[src/rtl/vga_pkg.sv]
// Shared raster-timing definitions: default 640x480@60 timing, axis phases and
// the helpers that turn a per-axis position into a phase.
package vga_pkg;

    localparam int DEF_H_VISIBLE = 640;
    localparam int DEF_H_FRONT   = 16;
    localparam int DEF_H_SYNC    = 96;
    localparam int DEF_H_BACK    = 48;
    localparam int DEF_V_VISIBLE = 480;
    localparam int DEF_V_FRONT   = 10;
    localparam int DEF_V_SYNC    = 2;
    localparam int DEF_V_BACK    = 33;
    localparam int DEF_CNT_W     = 10;

    typedef enum logic [1:0] {
        PH_ACTIVE,
        PH_FRONT,
        PH_SYNC,
        PH_BACK
    } phase_e;

    function automatic int axis_total(input int visible, input int front,
                                      input int sync, input int back);
        return visible + front + sync + back;
    endfunction

    function automatic phase_e phase_of(input int pos, input int visible,
                                        input int front, input int sync);
        if (pos < visible)
            return PH_ACTIVE;
        else if (pos < visible + front)
            return PH_FRONT;
        else if (pos < visible + front + sync)
            return PH_SYNC;
        else
            return PH_BACK;
    endfunction

endpackage

[src/rtl/vga_timing_gen_if.sv]
// Video timing bundle between the timing generator (master) and the pixel
// pipeline / framebuffer reader (slave). The slave supplies the pixel enable.
interface vga_timing_gen_if #(
    parameter int CNT_W = 10
);
    logic             pix_en;
    logic             hsync;
    logic             vsync;
    logic             video_on;
    logic [CNT_W-1:0] h_count;
    logic [CNT_W-1:0] v_count;
    logic             line_start;
    logic             frame_start;

    modport master (
        input  pix_en,
        output hsync, vsync, video_on, h_count, v_count, line_start, frame_start
    );

    modport slave (
        output pix_en,
        input  hsync, vsync, video_on, h_count, v_count, line_start, frame_start
    );
endinterface

[src/rtl/vga_axis_counter.sv]
// One raster axis: position register plus the next-state position and the
// phase decodes of that next position, so the parent can register them in step.
module vga_axis_counter
    import vga_pkg::*;
#(
    parameter int VISIBLE = 640,
    parameter int FRONT   = 16,
    parameter int SYNC    = 96,
    parameter int BACK    = 48,
    parameter int CNT_W   = 10
) (
    input  logic             clk,
    input  logic             reset,
    input  logic             step,
    output logic [CNT_W-1:0] next_count,
    output logic             wrap,
    output logic             next_in_sync,
    output logic             next_in_visible
);
    localparam int TOTAL = axis_total(VISIBLE, FRONT, SYNC, BACK);
    localparam logic [CNT_W-1:0] LAST = CNT_W'(TOTAL - 1);

    logic [CNT_W-1:0] count;
    phase_e           next_phase;

    assign wrap = (count == LAST);

    always_comb begin
        next_count = count;
        if (step)
            next_count = wrap ? '0 : count + CNT_W'(1);
    end

    assign next_phase      = phase_of(int'(next_count), VISIBLE, FRONT, SYNC);
    assign next_in_sync    = (next_phase == PH_SYNC);
    assign next_in_visible = (next_phase == PH_ACTIVE);

    // Parking on the last back-porch position makes the first step land on 0.
    always_ff @(posedge clk or posedge reset) begin
        if (reset)
            count <= LAST;
        else
            count <= next_count;
    end

endmodule

[src/rtl/vga_timing_gen.sv]
// Parametrised raster timing generator: chains the horizontal wrap into the
// vertical step and registers counts, polarised syncs, video flag and strobes.
module vga_timing_gen
    import vga_pkg::*;
#(
    parameter int H_VISIBLE = DEF_H_VISIBLE,
    parameter int H_FRONT   = DEF_H_FRONT,
    parameter int H_SYNC    = DEF_H_SYNC,
    parameter int H_BACK    = DEF_H_BACK,
    parameter int V_VISIBLE = DEF_V_VISIBLE,
    parameter int V_FRONT   = DEF_V_FRONT,
    parameter int V_SYNC    = DEF_V_SYNC,
    parameter int V_BACK    = DEF_V_BACK,
    parameter bit HSYNC_POL = 1'b0,
    parameter bit VSYNC_POL = 1'b0,
    parameter int CNT_W     = DEF_CNT_W
) (
    input  logic                     clk,
    input  logic                     reset,
    vga_timing_gen_if.master         vid
);
    localparam int H_TOTAL = axis_total(H_VISIBLE, H_FRONT, H_SYNC, H_BACK);
    localparam int V_TOTAL = axis_total(V_VISIBLE, V_FRONT, V_SYNC, V_BACK);

    if (H_VISIBLE < 1 || H_FRONT < 1 || H_SYNC < 1 || H_BACK < 1 ||
        V_VISIBLE < 1 || V_FRONT < 1 || V_SYNC < 1 || V_BACK < 1) begin : g_bad_timing
        $error("vga_timing_gen: every timing parameter must be at least 1");
    end
    if (H_TOTAL > (1 << CNT_W) || V_TOTAL > (1 << CNT_W)) begin : g_bad_width
        $error("vga_timing_gen: CNT_W too narrow for the line or frame total");
    end

    logic             h_step, v_step;
    logic             h_wrap, v_wrap;
    logic [CNT_W-1:0] h_next, v_next;
    logic             h_in_sync, v_in_sync;
    logic             h_in_vis, v_in_vis;

    assign h_step = vid.pix_en;
    assign v_step = vid.pix_en && h_wrap;

    vga_axis_counter #(
        .VISIBLE(H_VISIBLE), .FRONT(H_FRONT), .SYNC(H_SYNC), .BACK(H_BACK), .CNT_W(CNT_W)
    ) u_h_axis (
        .clk             (clk),
        .reset           (reset),
        .step            (h_step),
        .next_count      (h_next),
        .wrap            (h_wrap),
        .next_in_sync    (h_in_sync),
        .next_in_visible (h_in_vis)
    );

    vga_axis_counter #(
        .VISIBLE(V_VISIBLE), .FRONT(V_FRONT), .SYNC(V_SYNC), .BACK(V_BACK), .CNT_W(CNT_W)
    ) u_v_axis (
        .clk             (clk),
        .reset           (reset),
        .step            (v_step),
        .next_count      (v_next),
        .wrap            (v_wrap),
        .next_in_sync    (v_in_sync),
        .next_in_visible (v_in_vis)
    );

    logic [CNT_W-1:0] h_count_q, v_count_q;
    logic             hsync_q, vsync_q, video_on_q, line_start_q, frame_start_q;

    // Decodes come from the next-state counts so every output lines up with
    // the counts registered on the same edge; holding pix_en low holds them too.
    // NOTE: non-blocking assignments here so all outputs sample pre-edge values together.
    always_ff @(posedge clk or posedge reset) begin
        if (reset) begin
            h_count_q     <= CNT_W'(H_TOTAL - 1);
            v_count_q     <= CNT_W'(V_TOTAL - 1);
            hsync_q       <= !HSYNC_POL;
            vsync_q       <= !VSYNC_POL;
            video_on_q    <= 1'b0;
            line_start_q  <= 1'b0;
            frame_start_q <= 1'b0;
        end else begin
            h_count_q     <= h_next;
            v_count_q     <= v_next;
            hsync_q       <= h_in_sync ? HSYNC_POL : !HSYNC_POL;
            vsync_q       <= v_in_sync ? VSYNC_POL : !VSYNC_POL;
            video_on_q    <= h_in_vis && v_in_vis;
            line_start_q  <= vid.pix_en && h_wrap;
            frame_start_q <= vid.pix_en && h_wrap && v_wrap;
        end
    end

    assign vid.h_count     = h_count_q;
    assign vid.v_count     = v_count_q;
    assign vid.hsync       = hsync_q;
    assign vid.vsync       = vsync_q;
    assign vid.video_on    = video_on_q;
    assign vid.line_start  = line_start_q;
    assign vid.frame_start = frame_start_q;

endmodule

[src/flat_wrapper.sv]
// flat-port wrapper written by rule: the top's interface ports become plain ports
module vga_timing_gen_flat import vga_pkg::*;
#(
    parameter int H_VISIBLE = DEF_H_VISIBLE,
    parameter int H_FRONT   = DEF_H_FRONT,
    parameter int H_SYNC    = DEF_H_SYNC,
    parameter int H_BACK    = DEF_H_BACK,
    parameter int V_VISIBLE = DEF_V_VISIBLE,
    parameter int V_FRONT   = DEF_V_FRONT,
    parameter int V_SYNC    = DEF_V_SYNC,
    parameter int V_BACK    = DEF_V_BACK,
    parameter bit HSYNC_POL = 1'b0,
    parameter bit VSYNC_POL = 1'b0,
    parameter int CNT_W     = DEF_CNT_W
)
  (clk, reset, vid_pix_en, vid_hsync, vid_vsync, vid_video_on, vid_h_count, vid_v_count, vid_line_start, vid_frame_start);
  vga_timing_gen_if #(.CNT_W(CNT_W)) vid_i ();
  input  logic clk;
  input  logic reset;
  input wire logic [$bits(vid_i.pix_en)-1:0] vid_pix_en;
  output wire logic [$bits(vid_i.hsync)-1:0] vid_hsync;
  output wire logic [$bits(vid_i.vsync)-1:0] vid_vsync;
  output wire logic [$bits(vid_i.video_on)-1:0] vid_video_on;
  output wire logic [$bits(vid_i.h_count)-1:0] vid_h_count;
  output wire logic [$bits(vid_i.v_count)-1:0] vid_v_count;
  output wire logic [$bits(vid_i.line_start)-1:0] vid_line_start;
  output wire logic [$bits(vid_i.frame_start)-1:0] vid_frame_start;
  assign vid_i.pix_en = vid_pix_en;
  assign vid_hsync = vid_i.hsync;
  assign vid_vsync = vid_i.vsync;
  assign vid_video_on = vid_i.video_on;
  assign vid_h_count = vid_i.h_count;
  assign vid_v_count = vid_i.v_count;
  assign vid_line_start = vid_i.line_start;
  assign vid_frame_start = vid_i.frame_start;
  vga_timing_gen #(.H_VISIBLE(H_VISIBLE), .H_FRONT(H_FRONT), .H_SYNC(H_SYNC), .H_BACK(H_BACK), .V_VISIBLE(V_VISIBLE), .V_FRONT(V_FRONT), .V_SYNC(V_SYNC), .V_BACK(V_BACK), .HSYNC_POL(HSYNC_POL), .VSYNC_POL(VSYNC_POL), .CNT_W(CNT_W)) u_core (.clk(clk), .reset(reset), .vid(vid_i));
endmodule
[config.mk]
export PLATFORM = sky130hd
export DESIGN_NAME = vga_timing_gen_flat
export DESIGN_NICKNAME = d
export VERILOG_FILES = /design/src/rtl/vga_pkg.sv /design/src/rtl/vga_timing_gen_if.sv /design/src/rtl/vga_axis_counter.sv /design/src/rtl/vga_timing_gen.sv /design/src/flat_wrapper.sv
export SDC_FILE = /design/constraint.sdc
export NUM_CORES = 1
export LEC_CHECK = 0
export BUFFER_PORTS_ARGS = -buffer_cell sky130_fd_sc_hd__buf_2
export CAP_MARGIN = 25
export CORE_MARGIN = 4
export CORE_UTILIZATION = 35
export CTS_CLUSTER_DIAMETER = 80
export DETAILED_ROUTE_END_ITERATION = 7
export HOLD_SLACK_MARGIN = 0.06
export PLACE_DENSITY = 0.57
export SETUP_SLACK_MARGIN = 0.1
export SLEW_MARGIN = 20
export SYNTH_ARGS = -nofsm -noshare
export SYNTH_HDL_FRONTEND = slang
export SYNTH_SLANG_ARGS = --single-unit
[constraint.sdc]
create_clock -name clk -period 5.7 [get_ports clk]
set_input_delay 0.57 -clock clk [delete_from_list [all_inputs] [get_ports clk]]
set_output_delay 0.57 -clock clk [all_outputs]
set_load 0.03 [all_outputs]
Yosys cells after proc, flatten, opt, wreduce, memory -nomap -nowiden
Cells that the tools add are included.
W data, S select, Z words.
{"block": "op_classes", "eq_ne": 4, "magnitude_cmp": 6, "n_addsub": 2, "muxes": 12, "reduce_logical": 5}
{"cell": "$mux W10", "count": 4}
{"cell": "$lt A10 B10 Y1 const B", "count": 3}
{"cell": "$lt A10 B9 Y1 const B", "count": 3}
{"cell": "$add A10 B1 Y10 const B", "count": 2}
{"cell": "$eq A10 B10 Y1 const B", "count": 2}
{"cell": "$mux W2", "count": 4}
{"cell": "$eq A2 B2 Y1 const B", "count": 2}
{"cell": "$logic_not A2 Y1", "count": 2}
{"cell": "$mux W1", "count": 4}
{"cell": "$logic_and A1 B1 Y1", "count": 3}
{"block": "totals", "output_inout_bits": 25, "wordCells": 36, "reg_bits": 25}

Depth between registers and ports, before layout
Gate-level depths: netlist of run 1.
{"block": "depth", "ltp_word": 9, "mapped_depth": 8, "mapped_depth_nobuf": 7}

By module
From an unflattened synthesis of run 1, not the netlist that was laid out.
{"block": "unflattened", "cells_unflattened": 157, "area_unflattened_um2": 1890.6}
{"mod": "vga_timing_gen", "n_inst": 1, "area_each_um2": 670.6, "seq_area_each_um2": 640.6, "cells_per_inst": 31}
{"mod": "vga_axis_counter (u_core.u_v_axis)", "n_inst": 1, "area_each_um2": 643.1, "seq_area_each_um2": 254.0, "cells_per_inst": 67}
{"mod": "vga_axis_counter (u_core.u_h_axis)", "n_inst": 1, "area_each_um2": 576.8, "seq_area_each_um2": 259.0, "cells_per_inst": 59}

Least setup slack after synthesis of run 1
Ideal clock, no wire load.
{"block": "synth_path", "path_kind": "reg-to-reg", "from": "reg, netlist name u_core.vid.h_count[0]", "to": "reg u_core.vsync_q, in the netlist u_core.vid.vsync", "slack_ns": 3.526, "arrival_time_ns": 2.076, "path_stages_with_launch": 7, "period_less_slack_ns": 2.174, "path_buffers": 0, "path_cell_list": "dfstp_2 -> ha_1 -> and2_1 -> nand4b_4 -> or4_4 -> a211oi_2 -> nand4_1"}
{"element": "end signal, assigned", "line": "vga_timing_gen.sv:77", "source": "vsync_q <= !VSYNC_POL;"}
{"element": "end signal, assigned", "line": "vga_timing_gen.sv:85", "source": "vsync_q <= v_in_sync ? VSYNC_POL : !VSYNC_POL;"}
{"element": "end, declared", "line": "vga_timing_gen.sv:67", "source": "logic hsync_q, vsync_q, video_on_q, line_start_q, frame_start_q;"}

==> results of run 1 <==
==> cell type report <==
cell class,count,area [µm²],area share (%)
multi-input cells,102,702,43.0
flip-flops and latches,25,641,39.2
repair buffers,28,150,9.20
well taps,48,60.1,3.68
clock buffers,3,41.3,2.53
inverters,9,33.8,2.07
clock inverters,1,5.00,0.307
==> flip-flops by register name, summed over array words and instances, names as in the netlist <==
| register | flops |
|---|---|
| u_core.vid.vsync | 1 |
| u_core.vid.hsync | 1 |
| u_core.vid.line_start | 1 |
| u_core.vid.video_on | 1 |
| u_core.vid.h_count | 10 |
| u_core.vid.v_count | 10 |
| u_core.vid.frame_start | 1 |
==> layer usage <==
| layer | track usage, % | part of all wire [%] |
|---|---|---|
| met1 | 18.3 | 46 |
| met4 | 6.68 | 2.4 |
| met5 | 0 | 0 |
| met2 | 20.1 | 46 |
| met3 | 2.41 | 5.7 |
==> cells in the mapped netlist (all sizes together) <==
cell,instances
a211oi,2
a21oi,3
a221oi,1
a2bb2oi,2
a32oi,1
and2,2
and3,1
and4,2
and4bb,1
buf,3
clkbuf,1
dfrtp,13
dfstp,12
ha,3
inv,9
mux2,1
nand2,17
nand3,9
nand4,6
nand4b,2
nor2,5
nor2b,1
nor3,5
nor4,4
o211ai,1
o21a,2
o21ai,7
o22ai,3
o31ai,3
or3,4
or4,5
xnor2,4
xor2,5
==> worst paths after layout <==
kind	startpoint	depth (start not counted)	endpoint
worst max-delay path	u_core.vid.h_count[1]	7	u_core.vid.video_on
worst min-delay path	reset	2	u_core.vid.line_start
worst max register to register	u_core.vid.h_count[1]	7	u_core.vid.video_on
worst min register to register	u_core.vid.h_count[1]	2	u_core.vid.h_count[1]
max in group asynchronous	reset	3	u_core.vid.h_count[3]
min in group clk	u_core.vid.h_count[1]	2	u_core.vid.h_count[1]
==> report_power, final <==
group / switching, W / internal [W] / total, W / leakage (nW)
registers: 0.0000388 / 0.000213 / 0.000252 / 0.296
logic: 0.0000943 / 0.0000482 / 0.000143 / 0.423
clock network: 0.0000576 / 0.0000490 / 0.000107 / 0.0255
==> cells by family after synthesis <==
group                    synth area share (%)
multiplexers                            0.806
AO/OA/AOI/OAI                            12.4
adder cells (fa/ha/maj)                  2.69
XOR/XNOR                                 5.64
AND/OR/NAND/NOR                          28.7
buffers and inverters                    3.94
flip-flops                               45.8
==> layout by cell type, fill, tap and decap left out, types with 2 or more instances in the layout <==
cell and n:
nor2_1 5, dfstp_2 12, nand3_1 7, xnor2_1 4
nand2_1 17, a21oi_1 2, a2bb2oi_1 2, or3_1 3
o31ai_1 3, ha_1 3, o22ai_1 3, nand4_1 6
nor4_1 3, or4_4 2, o21a_1 2, xor2_1 5
buf_2 27, o21ai_0 7, and2_1 2, inv_1 9
or4_1 3, clkbuf_8 3, and4_1 2, nor3_1 5
dfrtp_1 13
==> per-stage QoR <==
| stage | area (µm²) | utilization [%] | cells |
|---|---|---|---|
| floorplan | 1400 | - | 140 |
| global placement | 1570 | 41.7 | 211 |
| detailed placement | 1570 | 41.7 | 211 |
| CTS | 1620 | 42.9 | 215 |
| global route | 1630 | 43.3 | 216 |
| finish | 1630 | 43.3 | 216 |
==> worst reg2reg max path, stage by stage, from the launching register on <==
cell and delay (ps):
dfstp_2 580, ha_1 230, and2_1 250, nand4b_4 250, inv_1 390, nand4b_1 190
a221oi_1 390, a211oi_1 120
==> metrics.json, run 1 <==
{
  "chipWidth": {"value": 71.2, "unit": "µm"},
  "antenna_found_initial": {"value": 0},
  "holdCritPathClass": {"value": "in -> async"},
  "vias_in_the_first_global_route": {"value": 1080},
  "worst_slew_margin_rel": {"value": 57.5, "unit": "%"},
  "design.final.nets": {"value": 175},
  "vias_per_cell": {"value": 5.51},
  "clock_pin_slew_of_the_registers_on_the_worst_case_setup_and_hold_paths": {"value": 90, "unit": "ps"},
  "post_route_cells_drive_above_1_share": {"value": 32.1, "unit": "%"},
  "post-route-min-period": {"value": 2520, "unit": "ps"},
  "tightestPinTransition": {"value": 631, "unit": "ps"},
  "io-pin-count": {"value": 28},
  "critical_path.slowest_cell": {"value": "dfstp_2"},
  "cp_top_family": {"value": "simple AND/OR/NAND/NOR gates"},
  "max_stage_delay_on_crit_path": {"value": 580, "unit": "ps"},
  "post-route-period-util": {"value": 44.1, "unit": "%"},
  "final-hold-violation-count": {"value": 0},
  "chipHeight": {"value": 71.2, "unit": "µm"},
  "synth-warning-count": {"value": 0},
  "ant_nets": {"value": 0},
  "post-synth-top-area-cell": {"value": "dfrtp_1"},
  "total_power": {"value": 0.000501, "unit": "W"},
  "path_cells": {"value": "ha_1 -> and2_1 -> nand4b_4 -> inv_1 -> nand4b_1 -> a221oi_1 -> a211oi_1"},
  "ys_seq_elements": {"value": 25},
  "timing.critical_path.from_type": {"value": "register"},
  "critPathRequiredTime": {"value": 5850, "unit": "ps"},
  "fin_worst_hold_slack": {"value": 288, "unit": "ps"},
  "grt_overflow": {"value": 0},
  "placement.setup.worst_slack": {"value": 3230, "unit": "ps"},
  "grt_pass1_wl": {"value": 5440, "unit": "µm"},
  "grt_max_degree": {"value": 26},
  "rows": {"value": 22},
  "holdBufCountCts": {"value": 0},
  "timing_max_transition_violations_final": {"value": 0},
  "cts.sink_count": {"value": 25},
  "clock_tree.htree_level_count": {"value": 1},
  "synth_sequential_area_ratio": {"value": 45.8, "unit": "%"},
  "synth_nets": {"value": 146},
  "antenna_cells": {"value": 0},
  "post-dp-hpwl": {"value": 2330, "unit": "µm"},
  "cp_num_buf_inv": {"value": 1},
  "number_of_unique_standard_cell_types_used_by_synthesis": {"value": 42},
  "initial_core_util": {"value": 37.1, "unit": "%"},
  "worst_skew_pair.late_latency": {"value": 270, "unit": "ps"},
  "power.leakage": {"value": 0.744, "unit": "nW"},
  "synth_top_cells_by_area": {"value": "dfrtp_1 23%, dfstp_2 23%, nand2_1 4.6%"},
  "pwr_density_cell": {"value": 307, "unit": "mW/mm²"},
  "post_cts.resized_instances": {"value": 0},
  "setup_repair_after_global_routing_missed_its_margin": {"value": "false"},
  "dr_total_vias": {"value": 1191},
  "cp-end-kind": {"value": "register"},
  "run_status": {"value": "completed"},
  "worst_ir_drop_vdd": {"value": 0.000150, "unit": "V"},
  "design.die.area": {"value": 0.00507, "unit": "mm²"},
  "cap_viol_max_count": {"value": 0},
  "syn_area": {"value": 0.00140, "unit": "mm²"},
  "syn_avg_cell_area": {"value": 9.98, "unit": "µm²"},
  "groute.usage.overall": {"value": 13.4, "unit": "%"},
  "cp_data_arrival_time": {"value": 2670, "unit": "ps"},
  "first_pass_iteration_count_of_the_detailed_router": {"value": 4},
  "min_setup_slack_post_route": {"value": 3180, "unit": "ps"},
  "tritoncts.num_buffers": {"value": 3},
  "root_buffer": {"value": "clkbuf_8"},
  "setup_viol": {"value": 0},
  "total_core_area": {"value": 0.00377, "unit": "mm²"},
  "synthCells": {"value": 140},
  "fin_tns_setup": {"value": 0, "unit": "ps"},
  "n_fill_cell": {"value": 371},
  "post-cts-setup-buffers": {"value": 0},
  "place.port_buffers": {"value": 27},
  "detail_route.wl_per_cell": {"value": 15.0, "unit": "µm"},
  "final_replace_weighted_congestion": {"value": 0.790},
  "syn_to_final_growth": {"value": 16.8, "unit": "%"},
  "route.detailed.drc": {"value": 0},
  "max_clock_freq": {"value": 0.398, "unit": "GHz"},
  "detail_route.wirelength": {"value": 3230, "unit": "µm"},
  "synth_largest_type_area_fraction": {"value": 23.3, "unit": "%"},
  "cts_tree": {"value": "done"},
  "drt_iter0_drc": {"value": 53},
  "fin_worst_skew": {"value": 5.78, "unit": "ps"},
  "cp_max_fo": {"value": 16},
  "maximum_count_of_clock_buffers_along_a_single_path": {"value": 2},
  "setup.reg_to_reg.worst_slack": {"value": 3180, "unit": "ps"},
  "timing.setup.critical_path_class": {"value": "reg -> reg"}
}
Note: power is estimated with default switching activity, not from simulation.
==> inputs of run 2 (changes only) <==
Settings changed: PLACE_DENSITY 0.57 to 0.59.
Clock period 5.7 ns to 2.17 ns, I/O delays scaled along.
==> metrics.json, run 2 (synthesis gave the netlist of run 1 again) <==
{
  "run_status": {"value": "completed"},
  "final_replace_weighted_congestion": {"value": 0.809},
  "cp_num_buf_inv": {"value": 1},
  "worst_skew_pair.late_latency": {"value": 260, "unit": "ps"},
  "cp_max_fo": {"value": 4},
  "critPathRequiredTime": {"value": 2310, "unit": "ps"},
  "route.detailed.drc": {"value": 0},
  "cts_tree": {"value": "done"},
  "max_stage_delay_on_crit_path": {"value": 580, "unit": "ps"},
  "chipHeight": {"value": 71.2, "unit": "µm"},
  "vias_in_the_first_global_route": {"value": 1138},
  "initial_core_util": {"value": 37.1, "unit": "%"},
  "total_power": {"value": 0.00142, "unit": "W"},
  "place.port_buffers": {"value": 27},
  "post-route-min-period": {"value": 2020, "unit": "ps"},
  "tightestPinTransition": {"value": 454, "unit": "ps"},
  "cp-end-kind": {"value": "register"},
  "antenna_cells": {"value": 0},
  "root_buffer": {"value": "clkbuf_8"},
  "final-hold-violation-count": {"value": 0},
  "total_core_area": {"value": 0.00377, "unit": "mm²"},
  "maximum_count_of_clock_buffers_along_a_single_path": {"value": 2},
  "timing.critical_path.from_type": {"value": "register"},
  "critical_path.slowest_cell": {"value": "dfstp_2"},
  "syn_to_final_growth": {"value": 26.8, "unit": "%"},
  "io-pin-count": {"value": 28},
  "holdCritPathClass": {"value": "in -> reg"},
  "design.die.area": {"value": 0.00507, "unit": "mm²"},
  "drt_iter0_drc": {"value": 63},
  "post-route-period-util": {"value": 93.2, "unit": "%"},
  "tritoncts.num_buffers": {"value": 3},
  "path_cells": {"value": "buf_4 -> nand3_2 -> or3_4 -> or4_4 -> a21oi_2 -> a211oi_1"},
  "final_common_cell": {"value": "buf_2"},
  "worst_ir_drop_vdd": {"value": 0.000552, "unit": "V"},
  "timing_max_transition_violations_final": {"value": 0},
  "cap_viol_max_count": {"value": 0},
  "setup_repair_after_global_routing_missed_its_margin": {"value": "true"},
  "antenna_found_initial": {"value": 0},
  "grt_overflow": {"value": 0},
  "pwr_density_cell": {"value": 800, "unit": "mW/mm²"},
  "setup_viol": {"value": 0},
  "clock_pin_slew_of_the_registers_on_the_worst_case_setup_and_hold_paths": {"value": 90, "unit": "ps"},
  "fin_worst_skew": {"value": 4.27, "unit": "ps"},
  "power.leakage": {"value": 0.814, "unit": "nW"},
  "cp_top_family": {"value": "simple AND/OR/NAND/NOR gates"},
  "dr_total_vias": {"value": 1239},
  "fin_tns_setup": {"value": 0, "unit": "ps"},
  "clock_tree.htree_level_count": {"value": 1},
  "detail_route.wirelength": {"value": 3370, "unit": "µm"},
  "cp_data_arrival_time": {"value": 2160, "unit": "ps"},
  "max_clock_freq": {"value": 0.495, "unit": "GHz"},
  "chipWidth": {"value": 71.2, "unit": "µm"},
  "grt_pass1_wl": {"value": 5580, "unit": "µm"},
  "groute.usage.overall": {"value": 13.3, "unit": "%"},
  "grt_max_degree": {"value": 26},
  "vias_per_cell": {"value": 5.41},
  "post_route_cells_drive_above_1_share": {"value": 39.8, "unit": "%"},
  "cts.sink_count": {"value": 25},
  "detail_route.wl_per_cell": {"value": 14.7, "unit": "µm"},
  "final_cell_mix": {"value": "27 x buf_2, 17 x nand2_1, 13 x dfrtp_1, 12 x buf_4, 12 x dfstp_2"},
  "first_pass_iteration_count_of_the_detailed_router": {"value": 4},
  "design.final.nets": {"value": 188},
  "timing.setup.critical_path_class": {"value": "reg -> reg"},
  "worst_slew_margin_rel": {"value": 69.5, "unit": "%"},
  "ant_nets": {"value": 0},
  "rows": {"value": 22},
  "post-dp-hpwl": {"value": 2430, "unit": "µm"},
  "n_fill_cell": {"value": 364}
}
-- run 2: changes by cell type in the layout (fill, tap and decap cells not counted), sizes merged --
| cell | delta |
|---|---|
| buf | +11 |
| clkbuf | +1 |
| clkinv | -1 |
| dlygate4sd3 | +1 |
| nand4b | +1 |
-- run 2: worst paths after layout --
| path | startpoint | end | cells after the start | slack, ps |
|---|---|---|---|---|
| max in group asynchronous | reset | u_core.vid.v_count[3] | 4 | 1350 |
| min in group asynchronous | reset | u_core.vid.h_count[7] | 4 | 530 |
| hold / removal | vid_pix_en | u_core.vid.h_count[1] | 3 | 240 |
| hold reg to reg | u_core.vid.h_count[2] | u_core.vid.h_count[2] | 1 | 550 |
| setup reg to reg | u_core.vid.h_count[0] | u_core.vid.video_on | 6 | 150 |
| setup / recovery | u_core.vid.h_count[0] | u_core.vid.video_on | 6 | 150 |
-- run 2: what timing repair did --
action,4_1_cts,5_1_grt
gates resized for setup,1,5
hold buffers,1,0
endpoints found under the hold margin,13,0
gates cloned,0,1
setup buffers,2,2
setup endpoints to repair,2,2
pin swaps,0,1
-- run 2: worst register-to-register path, stage by stage, from the launching register on --
cell	delay (ps)
dfstp_2	580
buf_4	120
nand3_2	70
or3_4	400
or4_4	520
a21oi_2	150
a211oi_1	60
-- run 2: metrics by stage --
stage                     utilization (%)  instance area (µm²)  hold slack, ps  instances  setup WS (ps)
after global routing                 47.0                 1770             234        229           54.7
after detailed placement             43.7                 1650             281        219           67.0
final                                47.0                 1770             243        229            149
after floorplan                         -                 1410             235        140            102
after CTS                            45.7                 1720             231        226            106
after global placement               43.7                 1650             273        219            113
-- run 2: layer usage --
layer  wire length [µm]  vias up  GRT usage [%]
met5                  0        -              0
met4                 24        0           3.76
met3                119        2           2.27
met2               1680       28           20.6
met1               1550      606           19.1
li1                   -      603              -
-- run 2: cell type report --
cell class                      instances  area [µm²]  share of cell area [%]
Clock buffer                            4        45.0                    2.54
Timing Repair Buffer                   40         235                    13.3
Inverter                                9        33.8                    1.91
Sequential cell                        25         641                    36.2
Multi-Input combinational cell        103         757                    42.7
Tap cell                               48        60.1                    3.39
-- run 2: power breakdown --
part	total (W)	switching [W]	internal, W
Sequential	0.000661	0.000101	0.000560
Combinational	0.000481	0.000280	0.000202
Clock	0.000274	0.000143	0.000131
Total	0.00142	0.000524	0.000893
